**src/rtl/ilm_iter_seq.sv**
```systemverilog
// rtl/ilm_iter_seq.sv - ILM iteration controller feeding MCLA_20_var; ILM_EXACT_EN iterates to an exact product
module ilm_iter_seq #(
    parameter int ITER_MAX = 2
) (
    input  logic        clk,
    input  logic        rst_n,
    input  logic        in_valid,
    output logic        in_ready,
    input  logic [9:0]  a,
    input  logic [9:0]  b,
    output logic        out_valid,
    input  logic        out_ready,
    output logic [19:0] p,
    output logic [3:0]  n_iter,
    output logic [19:0] add_a,
    output logic [19:0] add_b,
    input  logic [19:0] add_s
);

    typedef enum logic [1:0] {IDLE, ITER, DONE} state_t;

    state_t      state, state_nx;
    logic [9:0]  x1, x2;
    logic [19:0] acc;
    logic [3:0]  cnt;
    logic [3:0]  k1, k2;
    logic [9:0]  r1, r2;
    logic [4:0]  ksum;
    logic [19:0] term;
    logic        last_term;

    function automatic logic [3:0] lod(input logic [9:0] v);
        lod = 4'd0;
        for (int i = 0; i < 10; i++) begin
            if (v[i]) lod = 4'(i);
        end
    endfunction

    assign k1   = lod(x1);
    assign k2   = lod(x2);
    assign r1   = x1 - (10'd1 << k1);
    assign r2   = x2 - (10'd1 << k2);
    assign ksum = {1'b0, k1} + {1'b0, k2};
    assign term = (20'd1 << ksum) + ({10'd0, r1} << k2) + ({10'd0, r2} << k1);

`ifdef ILM_EXACT_EN
    assign last_term = (r1 == 10'd0) || (r2 == 10'd0);
`else
    assign last_term = (r1 == 10'd0) || (r2 == 10'd0) || (cnt == 4'(ITER_MAX - 1));
`endif

    // The accumulator doubles as the product register and adder operand A.
    assign p      = acc;
    assign n_iter = cnt;
    assign add_a  = acc;

    always_comb begin
        state_nx  = state;
        in_ready  = 1'b0;
        out_valid = 1'b0;
        add_b     = 20'd0;
        case (state)
            IDLE: begin
                in_ready = 1'b1;
                if (in_valid) state_nx = (a == 10'd0 || b == 10'd0) ? DONE : ITER;
            end
            ITER: begin
                add_b = term;
                if (last_term) state_nx = DONE;
            end
            DONE: begin
                out_valid = 1'b1;
                if (out_ready) state_nx = IDLE;
            end
            default: state_nx = IDLE;
        endcase
    end

    always_ff @(posedge clk or negedge rst_n) begin
        if (!rst_n) begin
            state <= IDLE;
            x1    <= 10'd0;
            x2    <= 10'd0;
            acc   <= 20'd0;
            cnt   <= 4'd0;
        end else begin
            state <= state_nx;
            case (state)
                IDLE: begin
                    if (in_valid) begin
                        x1  <= a;
                        x2  <= b;
                        acc <= 20'd0;
                        cnt <= 4'd0;
                    end
                end
                ITER: begin
                    acc <= add_s;
                    x1  <= r1;
                    x2  <= r2;
                    cnt <= cnt + 4'd1;
                end
                default: ;
            endcase
        end
    end

endmodule

```
**config.mk**
```make
export PLATFORM = sky130hd
export DESIGN_NAME = ilm_iter_seq
export DESIGN_NICKNAME = d
export VERILOG_FILES = /design/src/rtl/ilm_iter_seq.sv
export SDC_FILE = /design/constraint.sdc
export NUM_CORES = 1
export LEC_CHECK = 0
export CAP_MARGIN = 25
export CORE_MARGIN = 3
export CORE_UTILIZATION = 54
export CTS_BUF_LIST = sky130_fd_sc_hd__clkbuf_8 sky130_fd_sc_hd__clkbuf_16
export DETAILED_ROUTE_END_ITERATION = 6
export PLACE_DENSITY = 0.83
export RECOVER_POWER = 25
export SLEW_MARGIN = 20
export SYNTH_ARGS = -nofsm -noshare
export SYNTH_HDL_FRONTEND = slang
export SYNTH_SLANG_ARGS = --single-unit
```
**constraint.sdc**
```tcl
create_clock -name clk -period 6.95 [get_ports clk]
set_input_delay 0.695 -clock clk [delete_from_list [all_inputs] [get_ports clk]]
set_output_delay 0.695 -clock clk [all_outputs]
set_load 0.05 [all_outputs]
```
==> run metrics, run 1 <==
slowest cell delay on critical path=0.51 ns; period utilization=1.03; DR vias/cell=6.38; worst-margin pin slew=2.47 ns; Die ar.=11800 µm²; vias in the first global route=6545; Fin Clk Skew=0.0113 ns; worst skew pair latency=0.32 ns; register area=1160 µm²; clock slew at reported path FFs=0.09 ns; Post-synth EDFFs=0; CTS tree=yes; syn avg cell area=7.86 µm²; crit path kind=reg2out; Seq/Total Area, Yosys=0.202; synth warn=0; CP arrival=6.43 ns; Root Buffer=clkbuf_8; Buf/Inv on CP=7; Worst EP required=6.25 ns; CTS Sinks=46; Ports=110; RSZ-0062 raised after global routing=yes; crit path to=add_b[14]; fill count=579; router iterations before antenna repair=5; Max Freq=140 MHz; vias after detailed routing=6643; register-to-register path setup slack=2.80 ns; synthesized net count=833; final setup fails=6; R2R depth=18; CP Capture Type=output pin; HP Class=reg2reg; r2r endpoint=state[1]; Final GP Congestion=1.12; status=finished, violations left; r2r startpoint=x2[6]; Total Wirelength=22.5 mm; Final nets=1015; Layout area overhead=44.9%; CP Launch Type=register; FP Rows=36; DRT iter0 DRCs=695; Die Y=109 µm; HPWL after detailed placement=17.1 mm; clock buffer count from CTS=5; Routed wire per std cell=21.6 µm; most frequent cell on the critical path=buf_4; dpl ws=-0.0921 ns; slowest CP cell=fa_1; crit-path max FO=4; Worst path depth=27; core area=10000 µm²; Detail Route Antenna Nets=0; layout cells sized above 1=0.266; IO Port Bufs=109; Post-Syn Area=5710 µm²; total congestion overflow=0; total negative slack=-0.682 ns; Yosys cell types=65; post-route DRC violation count=0; area of the multi-input gates=4580 µm²; CP startpoint=x2[6]; antenna fix cells=0; Final Critical Period=7.13 ns; Post-synth ARST share=1.00; FF+latch count, synth=46; clock buffer depth=2; delay-heaviest family, CP=simple AND/OR/NAND/NOR gates; largest net degree at the start of global routing=47; initial antenna violation count=0; Max Cap Violations=1; htree depth=2; Die W=109 µm; Synth Flop Type=dfrtp_1; failing checks=max-capacitance violations, max-slew violations, negative setup slack; cell count after synthesis=726; final-report max-slew violation count=47; hold_ws=0.494 ns; Initial Util=0.568; final hold violation count=0; Worst Slack Setup Final=-0.178 ns; Total GRT Usage=0.371; first-pass GRT wire length=34.0 mm; headroom to the max-slew limit=-0.649
## layer usage
layer	up-vias	routed length, µm	GRT usage
li1	2944	-	-
met1	3193	8570	0.465
met2	428	10900	0.642
met3	78	2100	0.0616
met4	0	955	0.140
met5	-	0	0
## per-stage QoR
stage                     instance area (µm²)   util  instances
final                                    8270  0.823       1042
after global routing                     8270  0.823       1042
after CTS                                7770  0.774       1025
after detailed placement                 7540  0.751       1016
after global placement                   7530  0.750       1015
after floorplan                          5720      -        726
## worst min path at each step
| stage | to | cells after the start | start | slack (ns) |
|---|---|---|---|---|
| 6_report | x1[0] | 2 | x1[0] | 0.49 |
| 3_3_place_gp | x2[0] | 2 | x2[0] | 0.46 |
| 5_1_grt | x2[0] | 2 | x2[0] | 0.54 |
| 3_5_place_dp | x1[0] | 2 | x1[0] | 0.48 |
| 4_1_cts | x1[0] | 2 | x1[0] | 0.50 |
| 2_1_floorplan | add_a[0] | 0 | rst_n | 0.40 |
## cells in the mapped netlist (3+ instances only)
library cell,count,area share
buf_4,20,0.026
nand3_1,19,0.017
o21a_1,15,0.020
and2_1,6,0.0066
mux2i_1,19,0.033
a21o_1,10,0.013
or3_1,6,0.0066
xor2_1,15,0.023
a211oi_1,13,0.017
o22a_1,5,0.0077
xnor2_1,11,0.017
mux2_2,6,0.012
nor4_1,8,0.0088
ha_1,40,0.088
o31ai_1,5,0.0066
and3_1,5,0.0055
nor3_1,19,0.017
nor2_1,83,0.055
a22oi_1,12,0.016
nand2_1,79,0.052
o21ai_0,36,0.032
o22ai_1,10,0.011
nand2b_1,14,0.015
nor2b_1,6,0.0066
o211ai_1,5,0.0066
dfrtp_1,46,0.20
a31oi_1,3,0.0033
or4_1,3,0.0039
a21oi_1,40,0.035
buf_2,3,0.0026
o21ai_1,6,0.0053
fa_1,23,0.081
inv_1,48,0.032
clkbuf_1,22,0.014
a22o_1,24,0.037
## area by class of cell
cell class | instances | area share
clock inverters | 2 | 0.00151
flip-flops and latches | 46 | 0.141
clock buffers | 6 | 0.00999
repair buffers | 222 | 0.250
multi-input cells | 582 | 0.554
well taps | 133 | 0.0201
inverters | 51 | 0.0232
## cells in the final DEF, fill, tap and decap left out, types with 7 or more instances in the layout
| cell | n |
|---|---|
| o21ai_0 | 28 |
| nor2_2 | 13 |
| o21a_1 | 15 |
| a21o_1 | 10 |
| fa_1 | 21 |
| dfrtp_1 | 36 |
| mux2i_1 | 16 |
| a22o_1 | 24 |
| nand2b_1 | 14 |
| dfrtp_2 | 10 |
| o22ai_1 | 10 |
| ha_1 | 30 |
| nand3_1 | 19 |
| xnor2_1 | 8 |
| o21ai_1 | 10 |
| a21oi_1 | 32 |
| ha_4 | 8 |
| a22oi_1 | 10 |
| xor2_1 | 13 |
| clkdlybuf4s50_1 | 92 |
| nor3_1 | 13 |
| nor2_1 | 66 |
| buf_4 | 113 |
| a211oi_1 | 7 |
| buf_12 | 13 |
| inv_1 | 47 |
| nand2_1 | 75 |
| a21oi_2 | 8 |
## registers in the layout, indices dropped and copies added (netlist names)
register / flops
x2: 10
add_a: 20
x1: 10
state: 2
n_iter: 4
## worst min-delay path: cells and delay by family, from the launching register on
kind	cells	cell delay (ns)
flops	1	0.35
simple gates	1	0.04
compound gates	1	0.06
## kinds of logic after synthesis
kind of cell	synth area share
buffers and inverters	0.0809
XOR/XNOR	0.0399
flip-flops	0.202
AO/OA/AOI/OAI	0.255
multiplexers	0.0491
AND/OR/NAND/NOR	0.205
adder cells (fa/ha/maj)	0.168
## repair_timing
item,CTS,global route
hold buffers,0,0
endpoints found under the hold margin,0,0
buffers inserted,1,17
setup endpoints to repair,8,10
resized for setup,26,89
pin swaps,4,30
Power of run 1 is left out: the tool's default activity adds up to more than one toggle a clock period on the data nets, which glitch-free logic cannot reach.
==> inputs of run 2 (changes only) <==
--- a/config.mk
+++ b/config.mk
@@ -7,10 +7,11 @@
 export LEC_CHECK = 0
 export CAP_MARGIN = 25
 export CORE_MARGIN = 3
-export CORE_UTILIZATION = 54
+export CORE_UTILIZATION = 61
 export CTS_BUF_LIST = sky130_fd_sc_hd__clkbuf_8 sky130_fd_sc_hd__clkbuf_16
 export DETAILED_ROUTE_END_ITERATION = 6
-export PLACE_DENSITY = 0.83
+export DONT_BUFFER_PORTS = 1
+export PLACE_DENSITY = 0.77
 export RECOVER_POWER = 25
 export SLEW_MARGIN = 20
 export SYNTH_ARGS = -nofsm -noshare
==> run 2 against run 1 <==
The flow finishes with violations (design-rule violations, negative setup slack). Global-route usage decreased by 0.85 points. Critical path depth shrank 1. Critical endpoint is now add_b[18]. Sequential share of layout area up 2.5 points. Cell count decreased by 15%.
==> run metrics, run 2 (synthesis results as in run 1) <==
Ports=110; CP arrival=6.37 ns; headroom to the max-slew limit=0.351; htree depth=2; crit-path max FO=5; vias after detailed routing=6211; first-pass GRT wire length=29.6 mm; post-route DRC violation count=2; Final GP Congestion=1.00; initial antenna violation count=0; CTS tree=yes; Detail Route Antenna Nets=0; largest net degree at the start of global routing=47; FP Rows=34; Final Critical Period=7.07 ns; CTS Sinks=46; Layout area overhead=23.2%; Total GRT Usage=0.362; final-report max-slew violation count=0; most frequent cells in the layout=buf_4, nand2_1, nor2_1; worst-margin pin slew=0.970 ns; Total Wirelength=20.4 mm; clock buffer count from CTS=5; status=finished, violations left; R2R depth=14; fin area=7030 µm²; Max Cap Violations=0; clock buffer depth=2; Worst Slack Setup Final=-0.117 ns; Post-DP Area=6070 µm²; HP Class=in2async; Die W=103 µm; crit path kind=reg2out; core area=8890 µm²; register-to-register path setup slack=2.84 ns; r2r endpoint=state[0]; Final nets=887; final setup fails=4; router iterations before antenna repair=7; post-cts hold buffer count=0; Die Y=103 µm; antenna fix cells=0; Worst EP required=6.25 ns; Fin Clk Skew=0.0142 ns; commonest non-fill, non-tap cell in the layout=buf_4; total congestion overflow=0; HPWL after detailed placement=14.9 mm; Initial Util=0.642; Routed wire per std cell=23.0 µm; vias in the first global route=5676; period utilization=1.02; Die ar.=10600 µm²; slowest CP cell=fa_1; Root Buffer=clkbuf_8; CP Launch Type=register; DR vias/cell=6.99; worst skew pair latency=0.30 ns; CP Capture Type=output pin; layout cells sized above 1=0.283; failing checks=design-rule violations, negative setup slack; RSZ-0062 raised after global routing=yes; r2r startpoint=x2[4]; IO Port Bufs=0; max FFs per register=20; DRT iter0 DRCs=777; clock slew at reported path FFs=0.10 ns; final hold violation count=0; slowest cell delay on critical path=0.55 ns; Max Freq=142 MHz
-- run 2: layout make-up --
cell class	count	area (µm²)
Multi-Input combinational cell	582	4690
Fill cell	587	1860
Sequential cell	46	1170
Timing Repair Buffer	94	741
Inverter	51	191
Tap cell	108	135
Clock buffer	5	68.8
Clock inverter	3	41.3
-- run 2: critical path: cells and delay by family, from the launching register on --
kind	cells	cell delay [ns]
flops	1	0.50
fa+ha+maj	4	1.38
simple gates	6	1.34
mux	3	0.57
compound gates	6	1.36
xor+xnor	2	0.33
buf+inv	5	0.58
-- run 2: worst max path at each step --
stage | startpoint | endpoint | cells after the start | slack (ns)
floorplan | x1[8] | add_b[19] | 30 | -0.006
global placement | x1[6] | add_b[19] | 27 | 0.06
finish | x2[4] | add_b[18] | 26 | -0.12
global route | x2[4] | add_b[18] | 26 | -0.27
detailed placement | x1[6] | add_b[16] | 25 | -0.11
CTS | x2[7] | add_b[18] | 25 | 0.02
-- run 2: what timing repair did --
item                       CTS  global route
gates resized for setup     36           100
setup endpoints to repair    8             9
pin swaps                    7            29
setup buffers                1            30
-- run 2: metal layers --
layer	GRT usage	vias up	part of all wire
li1	-	2683	-
met1	0.473	2938	0.38
met2	0.615	483	0.47
met3	0.0636	107	0.10
met4	0.108	0	0.044
met5	0	-	0
-- run 2: stage by stage --
stage	hold slack [ns]	utilization	setup WS, ns	cells	setup TNS (ns)
finish	0.0711	0.791	-0.117	889	-0.188
global route	0.0603	0.791	-0.269	889	-1.05
CTS	0.0717	0.713	0.0158	859	0
detailed placement	0.401	0.683	-0.111	850	-0.272
global placement	0.401	0.682	0.0637	849	0
floorplan	0.399	-	-0.00632	726	-0.00632
Power of run 2 is left out for the same reason.
==> inputs of run 3 (changes only) <==
==> constraint.sdc (replaced) <==
create_clock -name clk -period 7.8 [get_ports clk]
set_input_delay 0.78 -clock clk [delete_from_list [all_inputs] [get_ports clk]]
set_output_delay 0.78 -clock clk [all_outputs]
set_load 0.05 [all_outputs]
==> run 3 against run 2 <==
The flow now finishes without violations. Global-route usage down 3.2 points. Count of clock-buffer cells in the layout unchanged. Cell count down 6.7%. Sequential share of layout area up 2.2 points. Critical endpoint is now add_b[17]. Clock skew down 0.010 ns.
==> run metrics, run 3 (synthesis results as in run 1) <==
final-report max-slew violation count=0; total congestion overflow=0; Post-DP Area=5810 µm²; max FFs per register=20; Final Critical Period=7.48 ns; commonest non-fill, non-tap cell in the layout=nor2_1; Total Wirelength=17.6 mm; htree depth=2; Max Freq=134 MHz; Die Y=103 µm; Die ar.=10600 µm²; Fin Clk Skew=0.00413 ns; fill count=750; Worst EP required=7.02 ns; Layout area overhead=7.30%; crit path kind=reg2out; vias in the first global route=5270; CTS Sinks=46; clock buffer count from CTS=5; headroom to the max-slew limit=0.364; core area=8890 µm²; Total GRT Usage=0.330; Final Core Density=0.689; crit path to=add_b[17]; CP Capture Type=output pin; first-pass GRT wire length=27.4 mm; Die W=103 µm; most frequent cells in the layout=nor2_1, nand2_1, inv_1; worst-margin pin slew=0.950 ns; fin area=6120 µm²; initial antenna violation count=0; clock slew at reported path FFs=0.09 ns; worst skew pair latency=0.31 ns; Max Cap Violations=0; CP arrival=6.70 ns; post-route DRC violation count=0; status=finished, final reports clean; period utilization=0.959; Root Buffer=clkbuf_8; DRT iter0 DRCs=692; Final GP Congestion=1.21; r2r endpoint=state[1]; layout cells sized above 1=0.122; Initial Util=0.642; crit-path max FO=12; slowest CP cell=fa_1; CP Launch Type=register; register-to-register path setup slack=3.54 ns; final hold violation count=0; r2r startpoint=x2[5]; CP startpoint=x1[5]; area of the multi-input gates=4270 µm²; IO Port Bufs=0; FP Rows=34; Ports=110; HP Class=in2async; clock buffer depth=2; slowest cell delay on critical path=0.55 ns; register area=1150 µm²; Detail Route Antenna Nets=0; Final nets=827; antenna fix cells=0; HPWL after detailed placement=13.6 mm; DR vias/cell=6.78; R2R depth=15; largest net degree at the start of global routing=47; total negative slack=0 ns; CTS tree=yes; Routed wire per std cell=21.3 µm; final setup fails=0; router iterations before antenna repair=6; vias after detailed routing=5618
-- run 3: cell types whose count changed in the layout (fill, tap and decap cells not counted), sizes merged --
cell and change:
buf -60, clkinv +1, clkinvlp -1
-- run 3: through the flow --
stage | std cells | setup WS [ns] | hold WS, ns
6_report | 829 | 0.322 | 0.154
3_3_place_gp | 816 | -0.00844 | 0.470
5_1_grt | 829 | -0.0146 | 0.135
2_1_floorplan | 726 | 0.577 | 0.450
3_5_place_dp | 816 | 0.0351 | 0.481
4_1_cts | 824 | 0.0716 | 0.155
-- run 3: layout make-up --
class / count / share of cell area
Sequential cell: 46 / 0.188
Inverter: 51 / 0.0317
Clock buffer: 5 / 0.0112
Multi-Input combinational cell: 582 / 0.698
Tap cell: 108 / 0.0221
Timing Repair Buffer: 34 / 0.0417
Clock inverter: 3 / 0.00715
-- run 3: worst min path at each step --
stage | slack (ns) | to | cells past startpoint
2_1_floorplan | 0.45 | x1[0] | 2
3_3_place_gp | 0.47 | x1[0] | 2
3_5_place_dp | 0.48 | x2[0] | 2
4_1_cts | 0.15 | x1[0] | 0
5_1_grt | 0.14 | add_a[2] | 0
6_report | 0.15 | state[0] | 0
-- run 3: timing repair --
item                       4_1_cts  5_1_grt
gates resized for setup          8       26
pin swaps                        0        4
setup endpoints to repair        6        8
setup buffers                    0        4
hold buffers                     0        0
-- run 3: per-layer routing --
metal | part of all wire | vias up | track usage
met4 | 0.028 | 0 | 0.0777
met2 | 0.47 | 361 | 0.554
met3 | 0.10 | 56 | 0.0670
met1 | 0.41 | 2648 | 0.439
met5 | 0 | - | 0
li1 | - | 2553 | -
-- run 3: worst max-delay path: cells and delay by family, from the launching register on --
kind / cells / cell delay [ns]
multiplexers: 1 / 0.50
adder cells (fa/ha/maj): 4 / 1.40
flip-flops: 1 / 0.48
AO/OA/AOI/OAI: 10 / 2.05
buffers and inverters: 4 / 0.46
XOR/XNOR: 2 / 0.29
AND/OR/NAND/NOR: 7 / 1.19
Power of run 3 is left out for the same reason.
